$ cat src/rtl/background_scroll_ctrl_pkg.sv
// Shared types and widths for the background scroll controller.
// Build option: define BG_SCROLL_FRAC_EN for a 4.4 fixed-point scroll speed.
package bg_pkg;

   typedef enum logic [1:0] {
      WAIT_SYNC,
      ACTIVE,
      VBLANK
   } state_t;

   localparam int PIX_W = 12;
   localparam int X_W   = 11;
   localparam int Y_W   = 10;

`ifdef BG_SCROLL_FRAC_EN
   localparam int FRAC_W = 4;
`else
   localparam int FRAC_W = 0;
`endif

   localparam int ACC_W    = X_W + FRAC_W;
   localparam int PIPE_LAT = 2;

   localparam logic [PIX_W-1:0] BLACK = 12'h000;

endpackage

$ cat src/rtl/background_scroll_ctrl_offset_accum.sv
// Scroll offset accumulator: pending-load capture, per-frame advance and modulo-WIDTH wrap.
module bg_offset_accum
   import bg_pkg::*;
#(
   parameter int WIDTH = 1024
) (
   input  logic           clk,
   input  logic           rst_n,
   input  logic           tick,
   input  logic           scroll_en,
   input  logic [7:0]     speed,
   input  logic           load,
   input  logic [X_W-1:0] load_val,
   output logic [X_W-1:0] offset
);

   localparam logic [ACC_W:0] WRAP = (ACC_W+1)'(WIDTH) << FRAC_W;

   logic [ACC_W-1:0] acc;
   logic             pend;
   logic [X_W-1:0]   pend_val;
   logic [ACC_W:0]   sum;
   logic [ACC_W-1:0] acc_next;
   logic             load_now;
   logic [X_W-1:0]   load_sel;

   // A load pulse coinciding with the boundary is taken directly and beats any older capture.
   always_comb begin
      sum      = {1'b0, acc} + (ACC_W+1)'(speed);
      acc_next = (sum >= WRAP) ? ACC_W'(sum - WRAP) : ACC_W'(sum);
      load_now = load | pend;
      load_sel = load ? load_val : pend_val;
   end

   // NOTE: the synchronous reset lives inside the clocked block so every register shares one clean path.
   always_ff @(posedge clk) begin
      if (!rst_n) begin
         acc      <= '0;
         pend     <= 1'b0;
         pend_val <= '0;
      end else if (tick) begin
         if (load_now) begin
            acc <= ACC_W'(load_sel) << FRAC_W;
         end else if (scroll_en) begin
            acc <= acc_next;
         end
         pend <= 1'b0;
      end else if (load) begin
         pend     <= 1'b1;
         pend_val <= load_val;
      end
   end

   assign offset = acc[ACC_W-1:FRAC_W];

endmodule

$ cat src/rtl/background_scroll_ctrl.sv
// Frame-synchronous background scroll controller with a 2-stage ROM pixel pipeline.
// Fractional scroll speed is enabled by defining BG_SCROLL_FRAC_EN (see bg_pkg).
module background_scroll_ctrl
   import bg_pkg::*;
#(
   parameter int WIDTH  = 1024,
   parameter int HEIGHT = 512
) (
   input  logic             clk,
   input  logic             rst_n,
   input  logic [10:0]      hcount,
   input  logic [9:0]       vcount,
   input  logic             vsync,
   input  logic             blank,
   input  logic             scroll_en,
   input  logic [7:0]       speed,
   input  logic             load,
   input  logic [10:0]      load_val,
   output logic [10:0]      rom_x,
   output logic [9:0]       rom_y,
   output logic [10:0]      rom_offset,
   input  logic [11:0]      rom_pixel,
   output logic [11:0]      pixel_out,
   output logic             pixel_valid,
   output logic             frame_tick
);

   state_t         state;
   logic           vsync_q;
   logic           blank_q;
   logic           rise;
   logic           tick;
   logic           gate;
   logic [X_W-1:0] acc_offset;

   // Boundaries are only accepted outside VBLANK, so a long vsync gives one tick.
   always_comb begin
      rise = vsync & ~vsync_q;
      tick = rise && ((state == ACTIVE) || (state == WAIT_SYNC));
      gate = blank_q || (int'(rom_y) >= HEIGHT) || (state == WAIT_SYNC);
   end

   bg_offset_accum #(
      .WIDTH(WIDTH)
   ) u_accum (
      .clk      (clk),
      .rst_n    (rst_n),
      .tick     (tick),
      .scroll_en(scroll_en),
      .speed    (speed),
      .load     (load),
      .load_val (load_val),
      .offset   (acc_offset)
   );

   // NOTE: every register here is assigned with <= so all stages see pre-edge values.
   always_ff @(posedge clk) begin
      if (!rst_n) begin
         state       <= WAIT_SYNC;
         vsync_q     <= 1'b0;
         frame_tick  <= 1'b0;
         rom_offset  <= '0;
         rom_x       <= '0;
         rom_y       <= '0;
         blank_q     <= 1'b1;
         pixel_out   <= BLACK;
         pixel_valid <= 1'b0;
      end else begin
         vsync_q    <= vsync;
         frame_tick <= tick;
         rom_offset <= acc_offset;

         rom_x   <= hcount;
         rom_y   <= vcount;
         blank_q <= blank;

         pixel_out   <= gate ? BLACK : rom_pixel;
         pixel_valid <= ~gate;

         case (state)
            WAIT_SYNC: if (rise) state <= VBLANK;
            ACTIVE:    if (rise) state <= VBLANK;
            VBLANK:    if ((vcount == '0) && !vsync) state <= ACTIVE;
            default:   state <= WAIT_SYNC;
         endcase
      end
   end

endmodule

$ cat config.mk
export PLATFORM = sky130hd
export DESIGN_NAME = background_scroll_ctrl
export DESIGN_NICKNAME = d
export VERILOG_FILES = /design/src/rtl/background_scroll_ctrl_pkg.sv /design/src/rtl/background_scroll_ctrl_offset_accum.sv /design/src/rtl/background_scroll_ctrl.sv
export SDC_FILE = /design/constraint.sdc
export NUM_CORES = 1
export LEC_CHECK = 0
export CAP_MARGIN = 0
export CORE_MARGIN = 2
export CORE_UTILIZATION = 45
export DETAILED_ROUTE_END_ITERATION = 12
export PLACE_DENSITY = 0.8
export SYNTH_ARGS = -nofsm -noshare
export SYNTH_HDL_FRONTEND = slang
export SYNTH_HIERARCHICAL = 1
export SYNTH_SLANG_ARGS = --single-unit
$ cat constraint.sdc
create_clock -name clk -period 3 [get_ports clk]
set_clock_uncertainty 0.05 [all_clocks]
set_input_delay 0.45 -clock clk [delete_from_list [all_inputs] [get_ports clk]]
set_output_delay 0.45 -clock clk [all_outputs]
set_load 0.01 [all_outputs]
# [Word level (Yosys, flattened, before mapping)]
# Cells that the tools add are included.
[totals] regBits=73 input_bits=58 elab_cells=46 out_inout_bits=46
[op_classes] eq_ne=4 n_mux=7 add_sub_neg=2 n_reduce_logical=14 n_lt_le_gt_ge=2 bitwise_logic=5
[op_table] op="$mux 11" n=4
[op_table] op="$add 11x8->12" n=1
[op_table] op="$ge 12x11->1 const B" n=1
[op_table] op="$sub 11x11->11 const B" n=1
[op_table] op="$ge 10x10->1 const B" n=1
[op_table] op="$logic_not 10->1" n=1
[op_table] op="$reduce_or 2->1" n=3
[op_table] op="$mux 2" n=2
[op_table] op="$pmux 2 s2" n=1
[op_table] op="$reduce_and 2->1" n=2
[op_table] op="$logic_or 1x1->1" n=3
[op_table] op="$not 1->1" n=3
[op_table] op="$eq 2x1->1 const B" n=1
[op_table] op="$eq 2x2->1 const B" n=1
[op_table] op="$logic_and 1x1->1" n=2
[op_table] op="$logic_not 2->1" n=1
[op_table] op="$ne 2x1->1 const B" n=1
[op_table] op="$ne 2x2->1 const B" n=1
[op_table] op="$reduce_bool 2->1" n=1
[op_table] op="$and 1x1->1" n=1
[op_table] op="$logic_not 1->1" n=1
[op_table] op="$or 1x1->1" n=1

# [Depth between registers and ports, before layout]
# Gate-level depths: netlist of the first run.
[logic_depth] ltp_word=5 depth_mapped=8 depth_no_buf=8

# [Hierarchy]
# Netlist of the first run, hierarchy kept.
[by_module_without_submodules] module="bg_offset_accum" n_inst=1 cells_per_inst=199 area_per_inst_um2=1569.0 seq_area_each_um2=460.4
[by_module_without_submodules] module="background_scroll_ctrl" n_inst=1 cells_per_inst=115 area_per_inst_um2=1416.4 seq_area_each_um2=1001.0

# [Worst setup path after synthesis of the first run]
# Ideal clock, no wire load.
[synth_timing] kind="input port to flip-flop" startpoint="input speed[0]" endpoint="register u_accum.acc[6], in the netlist u_accum/offset[6]" required_time_ns=2.862 path_slack_ns=0.765 t_arrival_ns=2.097 setup_ns=0.088 stages=8 cell_sequence="ha_1 inv_1 fa_1 nor2b_4 o211ai_1 a21boi_1 mux2_4 o32ai_2"
[synth_between] elab_chain_cells=5 word_cells_on_any_way=6 cone_classes="add/sub: 2; order compare: 1; mux: 3"
[synth_lines] element="from (decl)" line="background_scroll_ctrl.sv:16" rtl="input logic [7:0] speed,"
[synth_lines] element="$add 11x8->12 (*)" line="background_scroll_ctrl_offset_accum.sv:29" rtl="sum = {1'b0, acc} + (ACC_W+1)'(speed);"
[synth_lines] element="$sub 11x11->11 or $ge 12x11->1 (tied branches)" line="background_scroll_ctrl_offset_accum.sv:30" rtl="acc_next = (sum >= WRAP) ? ACC_W'(sum - WRAP) : ACC_W'(sum);"
[synth_lines] element="$mux 11 (*)" line="background_scroll_ctrl_offset_accum.sv:30"
[synth_lines] element="$mux 11 (*)" line="background_scroll_ctrl_offset_accum.sv:44" rtl="end else if (scroll_en) begin"
[synth_lines] element="$mux 11 (*)" line="background_scroll_ctrl_offset_accum.sv:42" rtl="if (load_now) begin"
[synth_lines] element="to (signal assigned)" line="background_scroll_ctrl_offset_accum.sv:43" rtl="acc <= ACC_W'(load_sel) << FRAC_W;"
[synth_lines] element="to (signal assigned)" line="background_scroll_ctrl_offset_accum.sv:45" rtl="acc <= acc_next;"
[synth_lines] element="to (decl)" line="background_scroll_ctrl_offset_accum.sv:19" rtl="logic [ACC_W-1:0] acc;"
# Every way passes the cells marked *; elsewhere a longest branch is shown, timed or not. The select of a mux whose other input is x is not followed.
# A chain may end at the register's enable or synchronous reset.

# [Worst setup path after layout of the first run]
# Same ends and word-level chain as after synthesis.

==> key figures, run 1 <==
Flow run
  – Max Cap Viol: 0

Synth
  – Seq/Total Area, Yosys: 49.0%
  – Synth area leaders: dfxtp_1 (49%), and2_1 (9.6%), nand2_1 (5.3%)
  – EDFF count, synth: 0
  – Synth cell types: 54
  – Post-Syn Area: 0.00299 sq mm
  – Synthesis-stage register bit count: 73
  – Yosys top cell area share: 49.0%
  – Top FF cell, synth: dfxtp_1
  – Net Count, Synth: 381
  – Leading area contributor after synthesis: dfxtp_1
  – Yosys warns: 6
  – Ys async rst share: 0%
  – Cells after Synth: 314
  – Syn avg cell area: 9.51 sq um

Critical path
  – Crit-path leading delay family: compound AO/OA/AOI/OAI gates
  – Worst path bufs/invs: 2
  – Crit path cell chain: clkdlybuf4s50_1 -> ha_1 -> inv_1 -> fa_1 -> nor2b_4 -> o211ai_1 -> a21boi_1 -> mux2_4 -> o32ai_2
  – Crit path from: speed[0]
  – Reg2reg start: u_accum/offset[0]$_SDFFE_PN0P_
  – CP arrival: 2760 ps
  – Crit Path Max Fanout: 3
  – Slowest CP cell: clkdlybuf4s50_1
  – Worst EP required: 3210 ps
  – CP Capture Type: register
  – Critical path class: in -> reg
  – Max incr delay on CP: 480 ps
  – Critical Path Stages: 9
  – CP Launch Type: input port
  – Worst Reg-to-Reg Cells: 8

Routing
  – Vias per cell: 5.17
  – Wire per inst: 14.5 um
  – Total Wirelength: 7250 um
  – Number of detailed-route iterations in the first pass: 4
  – Drc violations: 0
  – DRT iter0 DRCs: 220
  – Post-DRT Antenna Nets: 0
  – Vias: 2,583

Die
  – Die ar.: 0.00730 sq mm
  – Starting density of the core: 46.7%
  – Ports: 104
  – Core Area: 0.00639 sq mm
  – Die width: 85.5 um
  – Die height: 85.5 um
  – Row cnt: 29

Cells and area
  – Antenna diodes: 0
  – Commonest cells after routing, fill and taps aside: clkdlybuf4s50_1 (103), dfxtp_1 (73), and2_1 (46)
  – Layout Nets: 485
  – Fin cells: 500
  – Final core utilization: 66.7%
  – Layout area overhead: 42.7%
  – Share of cells above drive strength 1: 7.80%
  – Commonest non-fill, non-tap cell in the layout: clkdlybuf4s50_1

Place
  – RePlAce Congestion: 0.875
  – Placed cell count: 484
  – Port Buffer Count: 103
  – Detailed Place HPWL: 5400 um

Hold path
  – Hold Startpoint: u_accum/pend_val[4]$_SDFFE_PN0N_
  – Hold Crit Depth: 2
  – Hold crit path type: reg -> reg

GRT
  – Largest net degree at the start of global routing: 30
  – Vias in the first global route: 2,350
  – All-Layer GR Usage: 20.3%
  – First-pass GRT wire length: 11,600 um
  – Grt ovf: 0
  – Initial antenna violation count: 0

Clock network
  – H-tree depth: 3
  – Clk slew on worst S/H paths: 80 ps
  – Root buffer cell: clkbuf_8
  – Max Root-Sink Buffers: 2
  – Hold buffers post-CTS: 0
  – Cts repair resizes: 0
  – Post-CTS Setup Inserts: 0
  – CTS Sinks: 73
  – Clock buffer count from CTS: 9
  – Clock Latency Late Sink: 340 ps
  – TritonCTS clock tree: yes

STA
  – Crit path time final: 2550 ps
  – Relative slew slack: 65.9%
  – Worst slew pin tran: 510 ps
  – TNS Setup: 0 ps
  – Fmax: 0.391 GHz
  – RSZ-0062 raised after global routing: no
  – Hold Worst Slack: 411 ps
  – Final hold vios: 0
  – Fin crit share: 85.1%
  – Fin. max-slew vios: 0
  – Final setup violation count: 0

Pwr
  – Leakage power figure: 1.66 nW
  – Power Total: 2.13 mW
  – Worst vdd ir: 0.318 mV
  – PwrDens: 499 mW/mm^2

Outcome
  – Status: complete, no violations
==> metal layers <==
metal	vias up	track usage (%)	routed length, um
met4	0	8.80	115
met1	1187	27.4	3180
met5	-	0	0
met2	89	31.3	3530
li1	1295	-	-
met3	12	4.67	423
==> worst paths after layout <==
| kind | endpoint | slack (ps) |
|---|---|---|
| min reg2reg | u_accum/pend_val[4]$_SDFFE_PN0N_ | 410 |
| max reg2reg | u_accum/offset[6]$_SDFFE_PN0P_ | 650 |
| min | u_accum/pend_val[4]$_SDFFE_PN0N_ | 410 |
| max | u_accum/offset[6]$_SDFFE_PN0P_ | 450 |
==> registers in the layout, indices dropped and copies added, names as in the netlist <==
name              count
pixel_out            12
rom_offset           11
rom_x                11
u_accum/offset       11
u_accum/pend_val     11
rom_y                10
state                 2
blank_q               1
frame_tick            1
pixel_valid           1
u_accum/pend          1
vsync_q               1
==> power by group <==
part	internal [mW]	switching, mW	leakage (nW)
clock	0.314	0.400	0.0848
combinational	0.201	0.171	0.975
sequential	1.02	0.0238	0.599
total	1.53	0.594	1.66
==> kinds of logic after synthesis <==
kind of cell | share of synthesized area, %
compound gates | 16.8
xor+xnor | 0.587
mux | 1.84
buf+inv | 3.39
simple gates | 24.4
flops | 49.0
fa+ha+maj | 4.02
==> final cells by class <==
class                      count  area [sq um]
inverter                       5          18.8
sequential                    73          1460
fill                         517          2130
timing repair buffer         109          1080
multi-input combinational    220          1420
clock buffer                   9           124
tap                           77          96.3
clock inverter                 7          60.1
==> metrics by stage <==
step / instance area, sq um / setup slack, ps
CTS: 4260 / 447
global route: 4260 / 380
detailed placement: 4080 / 93.7
finish: 4260 / 446
floorplan: 2990 / 765
global placement: 4080 / 126
==> worst reg2reg max path, cell delays in order, from the launching register on <==
cell and delay [ps]:
dfxtp_1 370, ha_1 220, inv_1 70, fa_1 430
nor2b_4 150, o211ai_1 90, a21boi_1 310, mux2_4 340
o32ai_2 240
==> synth_stat cells (6+ instances only) <==
library cell  count
and2_1           46
ha_1              8
nand2_1          42
dfxtp_1          73
a21boi_0          6
o211ai_1          6
clkbuf_1          8
o21ai_0           8
a21oi_1          15
nor2_1           12
No activity file was read; power rests on OpenSTA's default activity.
==> run 2: changes to the inputs <==
--- a/config.mk
+++ b/config.mk
@@ -9,6 +9,7 @@
 export CORE_MARGIN = 2
 export CORE_UTILIZATION = 45
 export DETAILED_ROUTE_END_ITERATION = 12
+export GPL_ROUTABILITY_DRIVEN = 1
 export PLACE_DENSITY = 0.8
 export SYNTH_ARGS = -nofsm -noshare
 export SYNTH_HDL_FRONTEND = slang
==> results of run 2 <==
The final DEF is identical to that of run 1; final timing and power are the same.
